`src/rtl/mux_rr_scheduler.sv`:
```
// mux_rr_scheduler: round-robin time-sliced access to a shared 16:1 one-bit mux.
//   i_clk      rising-edge clock
//   i_rst      synchronous active-high reset
//   i_req      per-channel level request
//   i_i        mux data inputs, one bit per channel
//   i_en       arbitration enable; low blocks new grants and ends the current one
//   o_s        mux select (index of current or last grantee)
//   o_gnt      one-hot grant
//   o_busy     high while a grant is held
//   o_x        registered I[S] sampled during grant
//   o_x_valid  o_x was sampled in the previous cycle under grant
module mux_rr_scheduler #(
    parameter int N       = 16,
    parameter int SW      = 4,
    parameter int QUANTUM = 4
) (
    input  logic          i_clk,
    input  logic          i_rst,
    input  logic [N-1:0]  i_req,
    input  logic [N-1:0]  i_i,
    input  logic          i_en,
    output logic [SW-1:0] o_s,
    output logic [N-1:0]  o_gnt,
    output logic          o_busy,
    output logic          o_x,
    output logic          o_x_valid
);
    typedef enum logic {IDLE, GRANT} state_t;
    state_t        r_state;
    logic [SW-1:0] r_ptr;
    logic [3:0]    r_cnt;
    logic [SW-1:0] w_win;
    logic [SW-1:0] w_idx;
    logic          w_release;
    // Scan from the farthest offset down so the nearest requester at or after r_ptr wins;
    // the SW-bit add wraps modulo N because N == 2**SW.
    always_comb begin
        w_win = r_ptr;
        w_idx = r_ptr;
        for (int k = N - 1; k >= 0; k--) begin
            w_idx = r_ptr + SW'(k);
            w_win = i_req[w_idx] ? w_idx : w_win;
        end
    end
    assign w_release = !i_req[o_s] || r_cnt == 4'(QUANTUM) || !i_en;
    always_ff @(posedge i_clk) begin
        if (i_rst) begin
            r_state   <= IDLE;
            r_ptr     <= '0;
            r_cnt     <= '0;
            o_s       <= '0;
            o_gnt     <= '0;
            o_busy    <= 1'b0;
            o_x       <= 1'b0;
            o_x_valid <= 1'b0;
        end else if (r_state == IDLE) begin
            o_x_valid <= 1'b0;
            if (i_en && |i_req) begin
                o_s     <= w_win;
                o_gnt   <= N'(1) << w_win;
                o_busy  <= 1'b1;
                r_cnt   <= 4'd1;
                r_state <= GRANT;
            end
        end else begin
            o_x       <= i_i[o_s];
            o_x_valid <= 1'b1;
            if (w_release) begin
                o_gnt   <= '0;
                o_busy  <= 1'b0;
                r_ptr   <= o_s + SW'(1);
                r_cnt   <= '0;
                r_state <= IDLE;
            end else begin
                r_cnt <= r_cnt + 4'd1;
            end
        end
    end
endmodule

```
`config.mk`:
```
export PLATFORM = sky130hd
export DESIGN_NAME = mux_rr_scheduler
export DESIGN_NICKNAME = d
export VERILOG_FILES = /design/src/rtl/mux_rr_scheduler.sv
export SDC_FILE = /design/constraint.sdc
export NUM_CORES = 1
export LEC_CHECK = 0
export BUFFER_PORTS_ARGS = -buffer_cell sky130_fd_sc_hd__buf_4
export CORE_MARGIN = 4
export CORE_UTILIZATION = 55
export CTS_BUF_LIST = sky130_fd_sc_hd__clkbuf_4
export CTS_CLUSTER_SIZE = 40
export DETAILED_ROUTE_END_ITERATION = 8
export GPL_TIMING_DRIVEN = 0
export PLACE_DENSITY = 0.8
export SYNTH_ARGS = -nofsm -noshare
export SYNTH_HDL_FRONTEND = slang
export SYNTH_SLANG_ARGS = --single-unit
```
`constraint.sdc`:
```
create_clock -name i_clk -period 5.54 [get_ports i_clk]
set_input_delay 0.831 -clock i_clk [delete_from_list [all_inputs] [get_ports i_clk]]
set_output_delay 0.831 -clock i_clk [all_outputs]
set_load 0.01 [all_outputs]
```
==> results of run 1 <==
cell usage after synthesis (9+ instances only):
cell and n:
a21oi_1 16, a32o_1 10, and2_1 9, clkbuf_1 12, dfxtp_1 32, ha_1 10, inv_1 13, mux2_2 17
mux2i_1 23, mux4_2 33, nand2_1 27, nand3_1 12, nor2_1 22, o21ai_0 14, xnor2_1 12
path summary, 6_finish.rpt:
path              startpoint         to  slack (ns)  depth (start not counted)
setup / recovery    r_ptr[1]  o_gnt[10]        0.60                         13
hold / removal     o_gnt[15]  o_gnt[15]        0.48                          1
setup reg to reg    r_ptr[1]  o_gnt[10]        0.60                         13
hold reg to reg    o_gnt[15]  o_gnt[15]        0.48                          1
metrics by stage:
| stage | hold WS [ns] | utilization [%] | worst slack [ns] | instances |
|---|---|---|---|---|
| after floorplan | 0.453 | - | 1.70 | 405 |
| after CTS | 0.484 | 66.5 | 0.752 | 565 |
| after global routing | 0.515 | 66.5 | 0.430 | 565 |
| after detailed placement | 0.460 | 65.4 | 0.798 | 557 |
| final | 0.477 | 66.5 | 0.603 | 565 |
| after global placement | 0.455 | 65.4 | 0.867 | 557 |
final cells by class:
class,instances,area [um^2]
Buffer,23,131
Clock buffer,6,45.0
Clock inverter,2,35.0
Fill cell,584,2300
Inverter,17,63.8
Multi-Input combinational cell,333,3110
Sequential cell,32,641
Tap cell,96,120
Timing Repair Buffer,56,420
logic make-up after synthesis:
kind of cell / Yosys count / synth area share (%)
compound gates: 101 / 19.8
xor+xnor: 18 / 4.18
fa+ha+maj: 10 / 3.17
buf+inv: 40 / 4.94
flops: 32 / 16.2
mux: 90 / 36.3
simple gates: 114 / 15.4
registers in the layout, indices dropped and copies added (netlist names):
register   flops
o_busy         1
r_cnt          4
o_s            4
r_state        1
o_x            1
o_x_valid      1
o_gnt         16
r_ptr          4
metal layers:
layer / routed length (um) / vias to the layer above
li1: - / 1735
met1: 4810 / 1829
met2: 5410 / 233
met3: 967 / 31
met4: 319 / 0
met5: 0 / -
power groups by stage:
stage          registers, mW  clock network, mW  logic (mW)
4_1_cts                0.263              0.185       0.866
5_1_grt                0.265              0.197       0.941
2_1_floorplan          0.270                  0       0.644
6_report               0.263              0.182       0.886
3_5_place_dp           0.268                  0       0.861
3_3_place_gp           0.267                  0       0.852
==> impl_metrics.json, run 1 <==
{
  "cts_tree": "done",
  "crit_arrival_ns": 5.17,
  "hold_class": "flop to flop",
  "critPathBufInv": 4,
  "tightest_slew_ns": 0.793,
  "met1_usage_pct": 37.3,
  "finalPower_mw": 1.33,
  "clock_path_buffers": 2,
  "p_clk_share_pct": 13.7,
  "port_buffers": 56,
  "grt_antenna_before_repair": 0,
  "synth_cells": 405,
  "insertion_delay_ns": 0.33,
  "drv_slew": 0,
  "finalCritPeriodShare_pct": 89.1,
  "status": "finished clean",
  "cts_setup_buffers": 0,
  "swShare_pct": 44.9,
  "start_kind": "flop",
  "max_stage_delay_ns": 0.61,
  "viasPerCell": 6.78,
  "p_int_mw": 0.734,
  "p_seq_share_pct": 19.7,
  "holdBufCountCts": 0,
  "yosysUniqueCellTypes": 76,
  "die_x_um": 92.7,
  "min_period_ns": 4.94,
  "final_common_cell": "buf_4",
  "layout-drive-gt1-share_pct": 31.8,
  "dp_hpwl_mm": 9.02,
  "final_cell_mix": "buf_4 (57), mux4_2 (33), dfxtp_1 (32), nand2_1 (27), mux2i_1 (23)",
  "root_buffer": "clkbuf_4",
  "drc": 0,
  "async_flop_share_pct": 0,
  "met3_usage_pct": 4.06,
  "synth_seq_cells": 32,
  "netlist.area_leader.share_pct": 18.8,
  "power_leakage_nw": 1.75,
  "nets": 513,
  "finalInstanceArea_um2": 4570,
  "cts_sinks": 32,
  "gr-total-overflow": 0,
  "use_met2_pct": 42.4,
  "path_max_fanout": 11,
  "drt_iter0_markers": 399,
  "htreeDepth": 2,
  "dpl-instance-area_um2": 4490,
  "p_sw_mw": 0.597,
  "seq_area_frac_synth_pct": 16.2,
  "coreArea_um2": 6870,
  "worstSetupPathType": "flop to flop",
  "syn_area_per_cell_um2": 9.75,
  "grt_max_degree": 12,
  "via_count": 3828,
  "ys_warn_count": 0,
  "slew_headroom_pct": 46.6,
  "first_pass_iters": 6,
  "ir_drop_mv": 0.169,
  "crit_slowest_cell": "xnor2_1",
  "die_h_um": 92.7,
  "power_density_nw_per_um2": 291,
  "finalSetupViolations": 0,
  "wl_mm": 11.5,
  "maxCapViolations": 0,
  "start_util_pct": 57.5,
  "combPwrFrac_pct": 66.6,
  "detail-route-antenna-nets": 0,
  "grt_pass1_vias": 3566,
  "crit_chain": "buf_6 > clkinv_1 > ha_1 > buf_4 > mux2_1 > mux4_2 > mux2i_1 > o211ai_1 > a31oi_1 > o21ai_1 > xnor2_1 > inv_1 > a32o_1",
  "syn_area_um2": 3950,
  "synth_flop_cell": "dfxtp_1",
  "grt_pass1_wl_mm": 18.3,
  "required_ns": 5.77,
  "max_freq_mhz": 203,
  "cts_made_buffers": 5,
  "grt_setup_unrepaired": "no",
  "synth_edf_count": 0,
  "wire_per_inst_um": 20.4,
  "grt_busiest_layer": "met2",
  "tns_ns": 0,
  "critPathTopFamily": "multiplexers",
  "syn2layout_area_growth_pct": 15.7,
  "boundaryPins": 58,
  "fp.dieArea_um2": 8600,
  "hold_viol": 0,
  "ctsResizeCount": 0,
  "end_kind": "flop",
  "cts.clk_slew.worst_paths_ns": 0.11,
  "synth_nets": 450,
  "skew_ns": 0.00892,
  "routabilityCongestion": 0.965,
  "grtUsageTotal_pct": 26.7,
  "diodes": 0,
  "synth.area.top_cells": "mux4_2 (19%), dfxtp_1 (16%), mux2i_1 (5.8%), mux2_2 (4.8%), ha_1 (3.2%)",
  "yosysTopAreaCell": "mux4_2",
  "row_count": 30
}
No activity file was read; power rests on OpenSTA's default activity.
==> run 2, diff against run 1 <==
Settings changed: CELL_PAD_IN_SITES_DETAIL_PLACEMENT set to 1, CELL_PAD_IN_SITES_GLOBAL_PLACEMENT set to 1, CORE_UTILIZATION 55 to 46, PLACE_DENSITY 0.8 to 0.86, REMOVE_ABC_BUFFERS set to 1.
==> run 2 against run 1 <==
Against the previous run:
- worst hold slack improved by 0.0095 ns
- count of clock-buffer cells in the layout did not move
- die area rose by 18%
- setup slack got worse by 0.40 ns
- routed wire length rose by 13%
- via count fell by 1.6%
- critical path type unchanged
==> impl_metrics.json, run 2 (same netlist as run 1, synthesis figures left out) <==
{
  "cts_sinks": 32,
  "fill_cells": 936,
  "insertion_delay_ns": 0.34,
  "drc": 0,
  "grt_max_degree": 30,
  "coreArea_um2": 8300,
  "end_kind": "flop",
  "wl_mm": 12.9,
  "nets": 491,
  "root_buffer": "clkbuf_4",
  "routabilityCongestion": 1.01,
  "finalPower_mw": 1.34,
  "holdWs_ns": 0.487,
  "dpl-instance-area_um2": 4380,
  "path_max_fanout": 29,
  "final_cell_mix": "buf_4 (57), mux4_2 (33), dfxtp_1 (30), nand2_1 (27), mux2i_1 (23)",
  "p_sw_mw": 0.618,
  "finalInstanceArea_um2": 4480,
  "skew_ns": 0.0120,
  "htreeDepth": 2,
  "finalSetupViolations": 0,
  "syn2layout_area_growth_pct": 13.3,
  "maxCapViolations": 0,
  "grt_setup_unrepaired": "no",
  "power_leakage_nw": 1.68,
  "wire_per_inst_um": 23.5,
  "clock_path_buffers": 2,
  "port_buffers": 57,
  "hold_viol": 0,
  "cts_tree": "done",
  "via_count": 3765,
  "viasPerCell": 6.82,
  "slew_headroom_pct": 26.0,
  "final_common_cell": "buf_4",
  "swShare_pct": 46.0,
  "first_pass_iters": 5,
  "drv_slew": 0,
  "drt_iter0_markers": 391,
  "cts_setup_buffers": 0,
  "combPwrFrac_pct": 63.8,
  "worstSetupPathType": "flop to flop",
  "hold_class": "flop to flop",
  "power_density_nw_per_um2": 300,
  "gr-total-overflow": 0,
  "placed_cells": 544,
  "grt_pass1_vias": 3899,
  "fp.dieArea_um2": 10100,
  "crit_arrival_ns": 5.57,
  "grtUsageTotal_pct": 25.8,
  "required_ns": 5.78,
  "diodes": 0,
  "tightest_slew_ns": 1.11,
  "p_clk_share_pct": 13.5,
  "min_period_ns": 5.33,
  "max_freq_mhz": 187,
  "boundaryPins": 58,
  "status": "finished clean",
  "row_count": 33,
  "fin_cells": 552,
  "grt_pass1_wl_mm": 20.8,
  "layout-drive-gt1-share_pct": 32.0,
  "start_kind": "flop",
  "finalCritPeriodShare_pct": 96.3,
  "ir_drop_mv": 0.129,
  "cts.clk_slew.worst_paths_ns": 0.10,
  "dp_hpwl_mm": 9.84,
  "detail-route-antenna-nets": 0,
  "grt_antenna_before_repair": 0,
  "largest-register": "o_gnt",
  "start_util_pct": 47.6,
  "cts_made_buffers": 5,
  "die_h_um": 101,
  "p_int_mw": 0.725,
  "p_seq_share_pct": 22.6,
  "largest_reg_flops": 16,
  "holdBufCountCts": 0,
  "die_x_um": 101,
  "ctsResizeCount": 3
}
==> run 2: changes by cell type in the layout (fill, tap and decap cells not counted), sizes merged <==
cell,delta
clkbuf,-12
buf,-10
==> run 2: power groups by stage <==
stage | Clock, mW | Combinational (mW) | Sequential [mW]
2_1_floorplan | 0 | 0.596 | 0.299
3_3_place_gp | 0 | 0.799 | 0.305
3_5_place_dp | 0 | 0.832 | 0.308
4_1_cts | 0.184 | 0.837 | 0.303
5_1_grt | 0.197 | 0.912 | 0.312
6_report | 0.182 | 0.857 | 0.304
==> run 2: layout make-up <==
| cell class | instances | area, um^2 | area share (%) |
|---|---|---|---|
| inverter | 17 | 63.8 | 1.43 |
| clock buffer | 6 | 45.0 | 1.01 |
| multi-input combinational | 333 | 3130 | 69.9 |
| sequential | 32 | 643 | 14.4 |
| timing repair buffer | 57 | 428 | 9.56 |
| tap | 105 | 131 | 2.94 |
| clock inverter | 2 | 35.0 | 0.783 |
==> run 2: worst max-delay path: stages, from the launching register on <==
cell and delay, ns:
dfxtp_2 0.74, clkinv_1 0.62, ha_4 0.72, mux2_1 0.39, mux4_2 0.50, mux2i_1 0.54
o211ai_1 0.19, a31oi_1 0.23, o21ai_1 0.11, xnor2_1 0.62, inv_1 0.25, a32o_1 0.30
==> run 2: worst paths after layout <==
kind	to	slack (ns)	start	cells after the start
hold / removal	o_gnt[6]	0.49	o_gnt[6]	1
hold reg to reg	o_gnt[6]	0.49	o_gnt[6]	1
setup reg to reg	o_gnt[10]	0.21	r_ptr[1]	11
setup / recovery	o_gnt[10]	0.21	r_ptr[1]	11
==> run 2: per-layer routing <==
layer	share of wire [%]	vias to the layer above	wire length, um	GRT usage [%]
met2	49	175	6360	42.0
met1	40	1870	5220	34.3
met3	7.6	30	978	4.57
li1	-	1690	-	-
met4	3.0	0	391	9.22
met5	0	-	0	0
==> run 2: through the flow <==
step | util (%) | setup WS (ns) | TNS, ns
finish | 53.9 | 0.206 | 0
global route | 53.9 | 0.00798 | 0
CTS | 53.8 | 0.0877 | 0
detailed placement | 52.7 | -0.748 | -10.52
global placement | 52.7 | -0.622 | -7.98
floorplan | - | 0.736 | 0
